**src/rtl/pipe_skid_reg.sv**
```systemverilog
// Generic pipeline stage register with a valid/ready handshake and a 2-entry skid buffer.
// Control is zeroed on bubbles and flushes so downstream stages always see a NOP.
module pipe_skid_reg #(
    parameter int                DATA_W   = 64,
    parameter int                CTRL_W   = 9,
    parameter logic [DATA_W-1:0] DATA_RST = '0
) (
    input  logic              i_clk,
    input  logic              i_rst_n,
    input  logic              i_flush,
    input  logic              i_valid,
    output logic              o_ready,
    input  logic [DATA_W-1:0] i_data,
    input  logic [CTRL_W-1:0] i_ctrl,
    output logic              o_valid,
    input  logic              i_ready,
    output logic [DATA_W-1:0] o_data,
    output logic [CTRL_W-1:0] o_ctrl,
    output logic [1:0]        o_level
);

    typedef enum logic [1:0] {
        EMPTY = 2'd0,
        ONE   = 2'd1,
        TWO   = 2'd2
    } state_t;

    state_t            state;
    state_t            state_next;
    logic [DATA_W-1:0] main_data;
    logic [DATA_W-1:0] skid_data;
    logic [CTRL_W-1:0] main_ctrl;
    logic [CTRL_W-1:0] skid_ctrl;
    logic              accept;
    logic              emit;
    logic              main_from_in;
    logic              main_from_skid;
    logic              skid_from_in;
    logic              skid_clear;

    // Handshake outputs decode only registered state, never the inputs.
    assign o_valid = (state != EMPTY);
    assign o_ready = (state != TWO);
    assign o_level = state;
    assign o_data  = main_data;
    assign o_ctrl  = o_valid ? main_ctrl : '0;

    assign accept = i_valid & o_ready;
    assign emit   = o_valid & i_ready;

    always_comb begin
        state_next     = state;
        main_from_in   = 1'b0;
        main_from_skid = 1'b0;
        skid_from_in   = 1'b0;
        skid_clear     = 1'b0;
        case (state)
            EMPTY: begin
                if (accept) begin
                    state_next   = ONE;
                    main_from_in = 1'b1;
                end
            end
            ONE: begin
                if (accept && !emit) begin
                    state_next   = TWO;
                    skid_from_in = 1'b1;
                end else if (emit && !accept) begin
                    state_next = EMPTY;
                end else if (accept && emit) begin
                    main_from_in = 1'b1;
                end
            end
            TWO: begin
                // Skid is older than any new input, so it must drain into main first.
                if (emit) begin
                    state_next     = ONE;
                    main_from_skid = 1'b1;
                    skid_clear     = 1'b1;
                end
            end
            default: state_next = EMPTY;
        endcase
        if (i_flush) begin
            state_next = EMPTY;
        end
    end

    always_ff @(posedge i_clk or negedge i_rst_n) begin
        if (!i_rst_n) begin
            state <= EMPTY;
        end else begin
            state <= state_next;
        end
    end

    always_ff @(posedge i_clk or negedge i_rst_n) begin
        if (!i_rst_n) begin
            main_data <= DATA_RST;
            main_ctrl <= '0;
            skid_data <= DATA_RST;
            skid_ctrl <= '0;
        end else if (i_flush) begin
            main_data <= DATA_RST;
            main_ctrl <= '0;
            skid_data <= DATA_RST;
            skid_ctrl <= '0;
        end else begin
            if (main_from_in) begin
                main_data <= i_data;
                main_ctrl <= i_ctrl;
            end else if (main_from_skid) begin
                main_data <= skid_data;
                main_ctrl <= skid_ctrl;
            end
            if (skid_from_in) begin
                skid_data <= i_data;
                skid_ctrl <= i_ctrl;
            end else if (skid_clear) begin
                skid_data <= DATA_RST;
                skid_ctrl <= '0;
            end
        end
    end

endmodule

```
**config.mk**
```make
export PLATFORM = sky130hd
export DESIGN_NAME = pipe_skid_reg
export DESIGN_NICKNAME = d
export VERILOG_FILES = /design/src/rtl/pipe_skid_reg.sv
export SDC_FILE = /design/constraint.sdc
export NUM_CORES = 1
export LEC_CHECK = 0
export ABC_AREA = 1
export CORE_UTILIZATION = 55
export CTS_CLUSTER_DIAMETER = 100
export DETAILED_ROUTE_END_ITERATION = 8
export GPL_TIMING_DRIVEN = 0
export PLACE_DENSITY = 0.94
export SYNTH_ARGS = -nofsm -noshare
export SYNTH_HDL_FRONTEND = slang
export SYNTH_SLANG_ARGS = --single-unit
```
**constraint.sdc**
```tcl
create_clock -name i_clk -period 3.7 [get_ports i_clk]
set_clock_uncertainty 0.1 [all_clocks]
set_input_delay 0.555 -clock i_clk [delete_from_list [all_inputs] [get_ports i_clk]]
set_output_delay 0.555 -clock i_clk [all_outputs]
set_load 0.005 [all_outputs]
```
### After elaboration in Yosys (flattened, before gate mapping)

Index checks and enable logic that the tools add are counted.

| word-level totals | value |
|---|---|
| register bits | 148 |
| bits of input ports | 78 |
| output and inout port bits | 77 |
| word-level logic and storage cells | 51 |

| cells by class | value |
|---|---|
| eq/ne operators | 6 |
| mux-type cells | 28 |
| bitwise operators | 2 |
| reductions and logical operators | 10 |

Operators with widths:

| operator | count |
|---|---|
| two-way mux 64 bit | 6 |
| two-way mux 9 bit | 7 |
| two-way mux 2 bit | 5 |
| two-way mux 1 bit | 8 |
| != test 3 bit, second input constant | 2 |
| one-hot mux 2 bit (3 select lines) | 1 |
| nonzero test 3 bit | 2 |
| != test 4 bit, second input constant | 1 |
| logical AND 1 bit | 3 |
| AND reduction 3 bit | 1 |
| bitwise AND 1 bit | 2 |
| == test 2 x 1 -> 1 bit, second input constant | 1 |
| == test 2 bit, second input constant | 1 |
| logical NOT 1 bit | 2 |
| logical NOT 2 bit | 1 |
| != test 2 bit, second input constant | 1 |
| one-hot mux 1 bit (2 select lines) | 1 |
| nonzero test 2 bit | 1 |

### Logic depth before layout (Yosys ltp)

Gate-level depths: netlist of the first run.

| depth | value |
|---|---|
| word-level depth | 9 |
| gate-level depth with buffers | 12 |
| depth with buffers taken out | 9 |

### Worst setup path before layout of the first run

OpenSTA, ideal clock, no wires.

| path | value |
|---|---|
| path type | flip-flop to flip-flop |
| start | register state[1] (netlist: o_level[1]) |
| end | register main_ctrl[0] |
| setup time | 65 ps |
| arrival time | 1908 ps |
| data required time | 3535 ps |
| slack | 1627 ps |
| cell stages (with the launch flop) | 12 |
| path buffers | 3 |
| period minus slack after synthesis | 2073 ps |
| cell sequence | dfrtp_1 nor2_1 clkbuf_1 nor2_1 ha_1 nand3_1 nand2_1 nor2_2 buf_6 buf_2 nand2_1 nand2_1 |

| on the way | value |
|---|---|
| longest elaborated chain between the ends | 9 |
| elaborated cells on any way between the ends | 22 |
| classes of those cells | eq/ne: 3; mux: 9; bitwise: 2; reduce/logical: 8 |

RTL lines:

| element | line | text |
|---|---|---|
| from (decl) | 28 | `state_t state;` |
| from (signal assigned) | 93 | `state <= state_next;` |
| != test 2 bit or nonzero test 2 bit (tied branches) | 43, 42 |  |
| bitwise AND 1 bit, on equally long branches | 48, 49 |  |
| logical AND 1 bit or logical NOT 1 bit (tied branches) | 70, 68 |  |
| two-way mux 1 bit or logical AND 1 bit (tied branches) | 70, 68 |  |
| two-way mux 1 bit | 68 | `end else if (emit && !accept) begin` |
| two-way mux 1 bit | 65 | `if (accept && !emit) begin` |
| one-hot mux 1 bit (2 select lines) | 57 | `case (state)` |
| two-way mux 9 bit | 109 | `if (main_from_in) begin` |
| two-way mux 9 bit | 103 | `end else if (i_flush) begin` |
| to (signal assigned) | 111 | `main_ctrl <= i_ctrl;` |
| to (signal assigned) | 114 | `main_ctrl <= skid_ctrl;` |
| to (decl) | 32 | `logic [CTRL_W-1:0] main_ctrl;` |

Several ways; a longest one is shown, not always the timed one.
A chain may end at the register's enable or synchronous reset.

### Final worst setup path of the first run

| path | value |
|---|---|
| start | register state[1] (netlist: o_level[1]) |
| end | output port o_ctrl[2] |

| on the way | value |
|---|---|
| longest elaborated chain between the ends | 2 |

RTL lines:

| element | line | text |
|---|---|---|
| nonzero test 2 bit | 42 | `assign o_valid = (state != EMPTY);` |
| two-way mux 9 bit | 46 | `assign o_ctrl = o_valid ? main_ctrl : '0;` |
| to (decl) | 18 | `output logic [CTRL_W-1:0] o_ctrl,` |

Every way passes these cells.

==> qor.yml, run 1 <==
grt:
  grt_pass1_wl_mm: 29.8
  grt_max_degree: 81
  grt_overflow_total: 0
  grt_antenna_before_repair: 0
  grtUsageTotal: 0.298
  grt_pass1_vias: 6259
critical_path:
  crit_path_start_kind: "flop"
  end_kind: "output pin"
  reg2reg_from: "o_level[1]"
  cp.arrival_ns: 2.05
  required_ns: 3.04
  r2r_cells: 11
  worstSetupEndpoint: "o_ctrl[2]"
  crit_fanout: 10
  path_class: "reg2out"
  r2r_end: "o_data[22]"
  r2r_setup_slack_ns: 1.14
  crit_path_start: "o_level[1]"
detailed_routing:
  ant_nets: 0
  drc: 0
  wl_per_cell_um: 14.5
  routed_wl_mm: 18.3
  via_per_inst: 5.15
  drt-initial-drc-count: 627
  dr.pass1.iters: 7
  vias: 6523
final_layout:
  fin_cells: 1267
  area_delta_synth_final_pct: 34.8
  final_common_cell: "nand2_1"
  finalNetCount: 1166
  drive_gt1_frac: 0.0737
  final_util: 0.769
  diodes: 0
  mostFrequentLayoutCells: "447 x nand2_1, 153 x clkdlybuf4s50_1, 148 x dfrtp_1"
power_and_ir_drop:
  power.leakage_uw: 0.00467
  irDropWorstVdd_mv: 0.306
  power.density_nw_per_um2: 456
synth:
  ys_seq_area_frac: 0.536
  ys_ff_latch: 148
  ys_types: 17
  avgSynthCellArea_um2: 7.57
  ys_warn_count: 0
  syn_area_um2: 6910
  synthCells: 912
  synth.net_count: 992
timing:
  timing.hold.ws_ns: 0.0469
  maxSlewHeadroom: 0.514
  max_freq_mhz: 370
  drv_slew: 0
  setup_viol: 0
  final-hold-violation-count: 0
  fin_crit_sh: 0.731
  tightest_slew_ns: 0.728
  fin_crit_ns: 2.71
  rsz0062_at_grt: "false"
clocking:
  cts-root-buf: "clkbuf_16"
  hold_buffers: 0
  h-tree-depth: 4
  cts_sinks: 148
  numCtsBuffers: 17
  worstSkewPairLatency_ns: 0.43
  post_cts_buffers: 0
  clockBufferDepth: 2
  cts.clk_slew.worst_paths_ns: 0.06
  cts_resized: 0
  cts_tree: "done"
floorplan:
  initial_utilization: 0.570
  die_area_um2: 13000
  ios: 155
  die_h_um: 114
  rows: 40
  die_w_um: 114
  coreArea_um2: 12100
place:
  place_congestion: 0.831
  portBuffers: 154
  dpl.hpwl_mm: 12.2
  dp.cells: 1235
flow_run:
  cap_viol_max_count: 0
hold_path:
  min_path_type: "in2async"
status:
  outcome: "completed"
==> area by class of cell <==
| type | instances | area [µm²] |
|---|---|---|
| sequential | 148 | 3700 |
| clock buffer | 22 | 474 |
| buffer | 55 | 315 |
| tap | 168 | 210 |
| multi-input combinational | 619 | 2550 |
| timing repair buffer | 155 | 1570 |
| clock inverter | 10 | 153 |
| inverter | 90 | 338 |
| fill | 862 | 2800 |
==> metrics by stage <==
step           power (µW)  TNS, ns  instance area [µm²]  setup slack [ns]
2_1_floorplan        2080        0                 6910              1.63
3_3_place_gp         2410  -559.18                 8660             -3.79
3_5_place_dp         2430        0                 8690              1.01
4_1_cts              4250        0                 9320             0.990
5_1_grt              4400        0                 9320             0.851
6_report             4240        0                 9320             0.994
==> power breakdown <==
| part | leakage (µW) | internal, µW | total [µW] | switching, µW |
|---|---|---|---|---|
| Clock | 0.000310 | 1170 | 1830 | 654 |
| Combinational | 0.00234 | 296 | 641 | 344 |
| Sequential | 0.00202 | 1720 | 1780 | 57.8 |
==> synthesized netlist by cell type <==
master	number	area, µm²
a21boi_0	1	7.51
buf_2	27	135
buf_4	18	135
buf_6	1	11.3
clkbuf_1	9	33.8
dfrtp_1	148	3700
ha_1	2	25.0
inv_1	90	338
nand2_1	447	1680
nand3_1	76	380
nand3_2	1	10.0
nand4_1	1	6.26
nor2_1	15	56.3
nor2_2	1	6.26
nor2_4	1	11.3
o21ai_0	26	130
o21ai_1	48	240
==> registers in the layout, summed over array words and instances (netlist names) <==
signal	flops
skid_ctrl	9
main_ctrl	9
skid_data	64
o_data	64
o_level	2
==> critical path, stage by stage (launching register included) <==
cell,delay (ns)
dfrtp_1,0.46
nor2_1,0.20
clkbuf_1,0.39
nor2_1,0.10
clkdlybuf4s50_1,0.48
==> metal layers <==
metal / wire (µm) / global-route usage
met2: 9040 / 0.488
met1: 7670 / 0.391
met4: 321 / 0.100
met3: 1290 / 0.0699
met5: 0 / 0
==> cell families after synthesis <==
group                      share of synthesized area
adders and majority gates                    0.00362
DFF                                            0.536
and+or+nand+nor                                0.311
buffers and inverters                         0.0945
AOI/OAI and AO/OA                             0.0547
==> worst min-delay path by stage <==
stage	cells past startpoint	end	slack (ns)
floorplan	0	main_ctrl[0]	0.16
global placement	2	o_data[52]	0.36
detailed placement	2	o_data[5]	0.36
CTS	1	o_data[55]	0.08
global route	1	o_data[56]	0.12
finish	1	o_data[57]	0.05
Power figures use the tool's default switching activity.
==> run 2: changes to the inputs <==
--- a/config.mk
+++ b/config.mk
@@ -6,11 +6,11 @@
 export NUM_CORES = 1
 export LEC_CHECK = 0
 export ABC_AREA = 1
-export CORE_UTILIZATION = 55
+export CORE_UTILIZATION = 46
 export CTS_CLUSTER_DIAMETER = 100
 export DETAILED_ROUTE_END_ITERATION = 8
 export GPL_TIMING_DRIVEN = 0
-export PLACE_DENSITY = 0.94
+export PLACE_DENSITY = 0.85
 export SYNTH_ARGS = -nofsm -noshare
 export SYNTH_HDL_FRONTEND = slang
 export SYNTH_SLANG_ARGS = --single-unit
==> constraint.sdc (replaced) <==
create_clock -name i_clk -period 2.45 [get_ports i_clk]
set_clock_uncertainty 0.1 [all_clocks]
set_input_delay 0.3675 -clock i_clk [delete_from_list [all_inputs] [get_ports i_clk]]
set_output_delay 0.3675 -clock i_clk [all_outputs]
set_load 0.005 [all_outputs]
==> run 2 against run 1 <==
Combinational power grew 51%. Clock power grew 46%. Routed wire length shrank 4.3%. Via count shrank 4.3%. Non-clock buffer count grew 2. Sequential cell count is the same. Critical path depth is the same. Sequential share of layout area shrank 0.22 points. Cell count grew 1.4%. Worst setup slack lost 0.81 ns. Register-to-register slack lost 0.91 ns. Critical endpoint is now o_ctrl[1]. Highest routed layer unchanged.
==> qor.yml, run 2 (same netlist as run 1, synthesis figures left out) <==
final_layout:
  diodes: 0  # unchanged
  mostFrequentLayoutCells: "447 x nand2_1, 153 x clkdlybuf4s50_1, 148 x dfrtp_1"
  area_delta_synth_final_pct: 35.6
  fin_area_um2: 9370  # +0.55%
  final_util: 0.642  # -0.127
  finalNetCount: 1168  # +0.17%
  drive_gt1_frac: 0.0772  # +0.00350
  final_common_cell: "nand2_1"
clocking:
  clockBufferDepth: 2  # unchanged
  cts_sinks: 148  # unchanged
  cts_tree: "done"
  cts-root-buf: "clkbuf_16"
  numCtsBuffers: 17  # unchanged
  worstSkewPairLatency_ns: 0.42  # about the same
  h-tree-depth: 4  # unchanged
  cts.clk_slew.worst_paths_ns: 0.06  # about the same
grt:
  grtUsageTotal: 0.235  # -0.0630
  grt_pass1_vias: 5966  # -4.7%
  grt_max_degree: 87  # +7.4%
  grt_antenna_before_repair: 0  # unchanged
  grt_overflow_total: 0  # unchanged
  grt_pass1_wl_mm: 29.1  # -2.6%
timing:
  setup_viol: 0  # unchanged
  rsz0062_at_grt: "false"
  drv_slew: 0  # unchanged
  fin_crit_sh: 0.927
  fin_crit_ns: 2.27
  maxSlewHeadroom: 0.480  # -0.0347
  max_freq_mhz: 440
  final-hold-violation-count: 0  # unchanged
  tightest_slew_ns: 0.780  # +0.0520 ns
detailed_routing:
  ant_nets: 0  # unchanged
  wl_per_cell_um: 13.6  # -5.7%
  vias: 6244  # -4.3%
  routed_wl_mm: 17.5  # -4.3%
  dr.pass1.iters: 4  # -3
  drc: 0  # unchanged
  via_per_inst: 4.86  # -5.6%
  drt-initial-drc-count: 525  # -16%
floorplan:
  initial_utilization: 0.473  # -0.0969
  die_area_um2: 15500  # +19%
  coreArea_um2: 14600  # +20%
  die_h_um: 125  # +9.2%
  rows: 44  # +10%
  die_w_um: 125  # +9.2%
  ios: 155  # unchanged
critical_path:
  end_kind: "output pin"
  cp.arrival_ns: 1.80  # -0.25 ns
  critPathMaxStageDelay_ns: 0.52  # +0.04 ns
  cp_slowest_cell: "clkdlybuf4s50_1"
  crit_chain: "nor2_2 -> clkbuf_4 -> nor2_1 -> clkdlybuf4s50_1"
  path_class: "reg2out"
  required_ns: 1.98  # -1.06 ns
  crit_fanout: 10  # unchanged
  crit_path_start_kind: "flop"
power_and_ir_drop:
  power.density_nw_per_um2: 675  # +48%
  irDropWorstVdd_mv: 0.434  # +42%
  power.leakage_uw: 0.00468  # +0.29%
hold_path:
  min_path_type: "reg2reg"
status:
  outcome: "completed"
place:
  place_area_um2: 8710  # +0.23%
  portBuffers: 154  # unchanged
  dpl.hpwl_mm: 11.8  # -3.0%
  place_congestion: 0.838  # +0.84%
flow_run:
  cap_viol_max_count: 0  # unchanged
run 2: changes by cell type in the layout (fill, tap and decap cells not counted):
cell and delta:
buf_12 +1, nor2_2 +1, bufinv_16 -1, clkinvlp_4 +1
clkbuf_2 +1, clkbuf_4 +4, clkinv_2 -1, clkbuf_1 -2
clkbuf_8 +1, nor2_1 -1, buf_2 -3, dlygate4sd3_1 +1
run 2: final timing paths:
kind / startpoint / endpoint / slack [ns] / cells past startpoint
max: o_level[1] / o_ctrl[1] / 0.18 / 4
min: o_data[20] / o_data[20] / 0.38 / 2
max reg2reg: o_level[1] / o_data[3] / 0.23 / 12
min reg2reg: o_data[20] / o_data[20] / 0.38 / 2
max in group asynchronous: i_rst_n / skid_data[10] / 1.02 / 3
min in group asynchronous: i_rst_n / o_data[55] / 0.48 / 2
run 2: metrics by stage:
step	setup slack, ns	hold slack, ns	std cells	total power (µW)	TNS, ns
after floorplan	0.377	-0.0281	912	3140	0
after global placement	-4.94	0.364	1250	3650	-728.93
after detailed placement	-0.116	0.364	1251	3670	-4.81
after CTS	0.0885	0.380	1284	6360	0
after global routing	0.0248	0.396	1285	6610	0
final	0.179	0.376	1285	6320	0
run 2: cell type report:
| cell class | count | area [µm²] |
|---|---|---|
| plain buffers | 55 | 328 |
| clock inverters | 9 | 125 |
| flip-flops and latches | 148 | 3700 |
| clock buffers | 23 | 488 |
| well taps | 184 | 230 |
| fillers | 1216 | 5220 |
| repair buffers | 157 | 1600 |
| inverters | 90 | 338 |
| multi-input cells | 619 | 2550 |
run 2: per-layer routing:
layer  up-vias  part of all wire  track usage
met1      2913              0.46        0.320
met5         -                 0            0
met2       171              0.47        0.367
met4         0             0.020       0.0858
li1       3133                 -            -
met3        27             0.052       0.0507
run 2: critical path: cells and delay by family (launching register included):
kind	cells	cell delay (ns)
AND/OR/NAND/NOR	2	0.21
buffers and inverters	2	0.71
flip-flops	1	0.47
run 2: power breakdown:
| part | internal [µW] | switching [µW] |
|---|---|---|
| logic | 456 | 509 |
| registers | 2590 | 82.0 |
| clock network | 1700 | 974 |
run 2: timing repair:
item | CTS | global route
pin swaps | 0 | 1
setup endpoints to repair | 89 | 131
endpoints found under the hold margin | 85 | 0
gates resized for setup | 1 | 8
buffers inserted | 0 | 1
hold buffers | 1 | 0
==> run 3: changes to the inputs <==
--- a/config.mk
+++ b/config.mk
@@ -10,7 +10,7 @@
 export CTS_CLUSTER_DIAMETER = 100
 export DETAILED_ROUTE_END_ITERATION = 8
 export GPL_TIMING_DRIVEN = 0
-export PLACE_DENSITY = 0.85
+export PLACE_DENSITY_LB_ADDON = 0.25
 export SYNTH_ARGS = -nofsm -noshare
 export SYNTH_HDL_FRONTEND = slang
 export SYNTH_SLANG_ARGS = --single-unit
==> run 3 against run 2 <==
Design area fell by 0.27%. Worst hold slack got worse by 0.0027 ns. Routed wire length rose by 0.94%. Die area did not move. Clock-buffer cell count rose by 3. Critical path type unchanged. Register-to-register slack got worse by 0.04 ns. Sequential share of layout area rose by 0.11 points.
==> qor.yml, run 3 (same netlist as run 1, synthesis figures left out) <==
clocking:
  cts-root-buf: "clkbuf_16"
  h-tree-depth: 4  # unchanged
  cts_tree: "done"
  worstSkewPairLatency_ns: 0.42  # about the same
  numCtsBuffers: 17  # unchanged
  cts.clk_slew.worst_paths_ns: 0.06  # about the same
  clockBufferDepth: 2  # unchanged
  cts_sinks: 148  # unchanged
final_layout:
  fill_cells: 1251  # +2.9%
  fin_area_um2: 9340  # -0.27%
  drive_gt1_frac: 0.0764  # -0.000839
  area_delta_synth_final_pct: 35.2
  mostFrequentLayoutCells: "447 x nand2_1, 153 x clkdlybuf4s50_1, 148 x dfrtp_1"
  finalNetCount: 1169  # +0.086%
  final_util: 0.640  # -0.00172
  final_common_cell: "nand2_1"
  fin_cells: 1284  # -0.078%
  diodes: 0  # unchanged
power_and_ir_drop:
  finalPower_uw: 6080  # -3.7%
  power.density_nw_per_um2: 651  # -3.5%
  p_sw_frac: 0.253  # +0.00487
  power_frac_comb: 0.160  # +0.007
  seqPwrFrac: 0.440  # +0.017
  clkPwrFrac: 0.400  # -0.024
  irDropWorstVdd_mv: 0.484  # +11%
  power.leakage_uw: 0.00468  # -0.13%
  internal_power_uw: 4550  # -4.4%
  netSwitchingPower_uw: 1540  # -1.8%
grt:
  grt_max_degree: 79  # -9.2%
  grt_overflow_total: 0  # unchanged
  grt_antenna_before_repair: 0  # unchanged
  grt_pass1_wl_mm: 29.1  # about the same
  grtUsageTotal: 0.235  # +0.000774
  grt_pass1_vias: 5907  # -0.99%
place:
  dp.cells: 1251  # unchanged
  dpl.hpwl_mm: 11.7  # -0.83%
  place_area_um2: 8710  # unchanged
  place_congestion: 0.798  # -4.8%
  portBuffers: 154  # unchanged
  dp_slack_ns: -0.147  # -0.0313 ns
timing:
  setup_ws_ns: 0.153  # -0.0263 ns
  maxSlewHeadroom: 0.554  # +0.0739
  drv_slew: 0  # unchanged
  final-hold-violation-count: 0  # unchanged
  rsz0062_at_grt: "false"
  fin_crit_sh: 0.937  # +0.0107
  setup_viol: 0  # unchanged
  max_freq_mhz: 435  # -1.1%
  fin_crit_ns: 2.30  # +0.0263 ns
  tightest_slew_ns: 0.669  # -0.111 ns
detailed_routing:
  wl_per_cell_um: 13.8  # +1.0%
  ant_nets: 0  # unchanged
  dr.pass1.iters: 5  # +1
  drt-initial-drc-count: 561  # +6.9%
  vias: 6280  # +0.58%
  routed_wl_mm: 17.7  # +0.94%
  via_per_inst: 4.89  # +0.65%
  drc: 0  # unchanged
hold_path:
  min_path_type: "reg2reg"
critical_path:
  path_class: "reg2out"
  crit_chain: "nor2_2 -> buf_4 -> nor2_1 -> clkdlybuf4s50_1"
  crit_path_start_kind: "flop"
  cp_slowest_cell: "clkdlybuf4s50_1"
  required_ns: 1.98  # about the same
  end_kind: "output pin"
  crit_fanout: 10  # unchanged
  r2r_setup_slack_ns: 0.19  # -0.04 ns
  critPathMaxStageDelay_ns: 0.51  # about the same
  cp.arrival_ns: 1.83  # +0.03 ns
floorplan:
  die_h_um: 125  # unchanged
  initial_utilization: 0.473  # unchanged
  die_area_um2: 15500  # unchanged
  rows: 44  # unchanged
  die_w_um: 125  # unchanged
  coreArea_um2: 14600  # unchanged
  ios: 155  # unchanged
status:
  outcome: "completed"
flow_run:
  cap_viol_max_count: 0  # unchanged
-- run 3: cell count changes in the layout (fill, tap and decap cells not counted), sizes merged --
cell,previous run,this run
buf,46,39
bufinv,3,1
clkbuf,35,46
clkinv,4,2
clkinvlp,2,1
-- run 3: path summary, 6_finish.rpt --
| kind | from | end | cells past startpoint |
|---|---|---|---|
| setup / recovery | o_level[1] | o_ctrl[1] | 4 |
| hold / removal | o_data[20] | o_data[20] | 2 |
| setup reg to reg | o_level[1] | o_data[4] | 12 |
| hold reg to reg | o_data[20] | o_data[20] | 2 |
| max in group asynchronous | i_rst_n | skid_data[46] | 3 |
| min in group asynchronous | i_rst_n | o_data[19] | 2 |
-- run 3: worst max-delay path: cells and delay by family (launching register included) --
family                 cells  cell delay, ns
buffers and inverters      2            0.69
DFF                        1            0.49
and+or+nand+nor            2            0.21
-- run 3: what timing repair did --
item | CTS | global route
gates resized for setup | 1 | 25
setup endpoints to repair | 149 | 148
hold buffers | 1 | 0
pin swaps | 0 | 1
buffers inserted | 0 | 2
endpoints found under the hold margin | 70 | 0
-- run 3: routing by layer --
layer | global-route usage | share of wire
met1 | 0.325 | 0.46
met2 | 0.365 | 0.47
met3 | 0.0503 | 0.053
met4 | 0.0858 | 0.016
met5 | 0 | 0
-- run 3: power by group through the flow --
| stage | combinational (µW) | clock [µW] | sequential (µW) |
|---|---|---|---|
| global route | 1080 | 2590 | 2690 |
| CTS | 972 | 2460 | 2680 |
| global placement | 945 | 0 | 2720 |
| detailed placement | 962 | 0 | 2720 |
| floorplan | 427 | 0 | 2710 |
| finish | 976 | 2430 | 2680 |
-- run 3: layout make-up --
type / instances / area [µm²] / share of cell area
timing repair buffer: 158 / 1610 / 0.172
clock buffer: 26 / 499 / 0.0534
clock inverter: 4 / 47.5 / 0.00509
buffer: 55 / 354 / 0.0379
inverter: 90 / 338 / 0.0362
multi-input combinational: 619 / 2560 / 0.274
sequential: 148 / 3700 / 0.396
tap: 184 / 230 / 0.0246
-- run 3: through the flow --
stage,hold WS (ns),TNS [ns]
2_1_floorplan,-0.0281,0
3_3_place_gp,0.360,-773.91
3_5_place_dp,0.330,-12.69
4_1_cts,0.380,0
5_1_grt,0.394,0
6_report,0.373,0
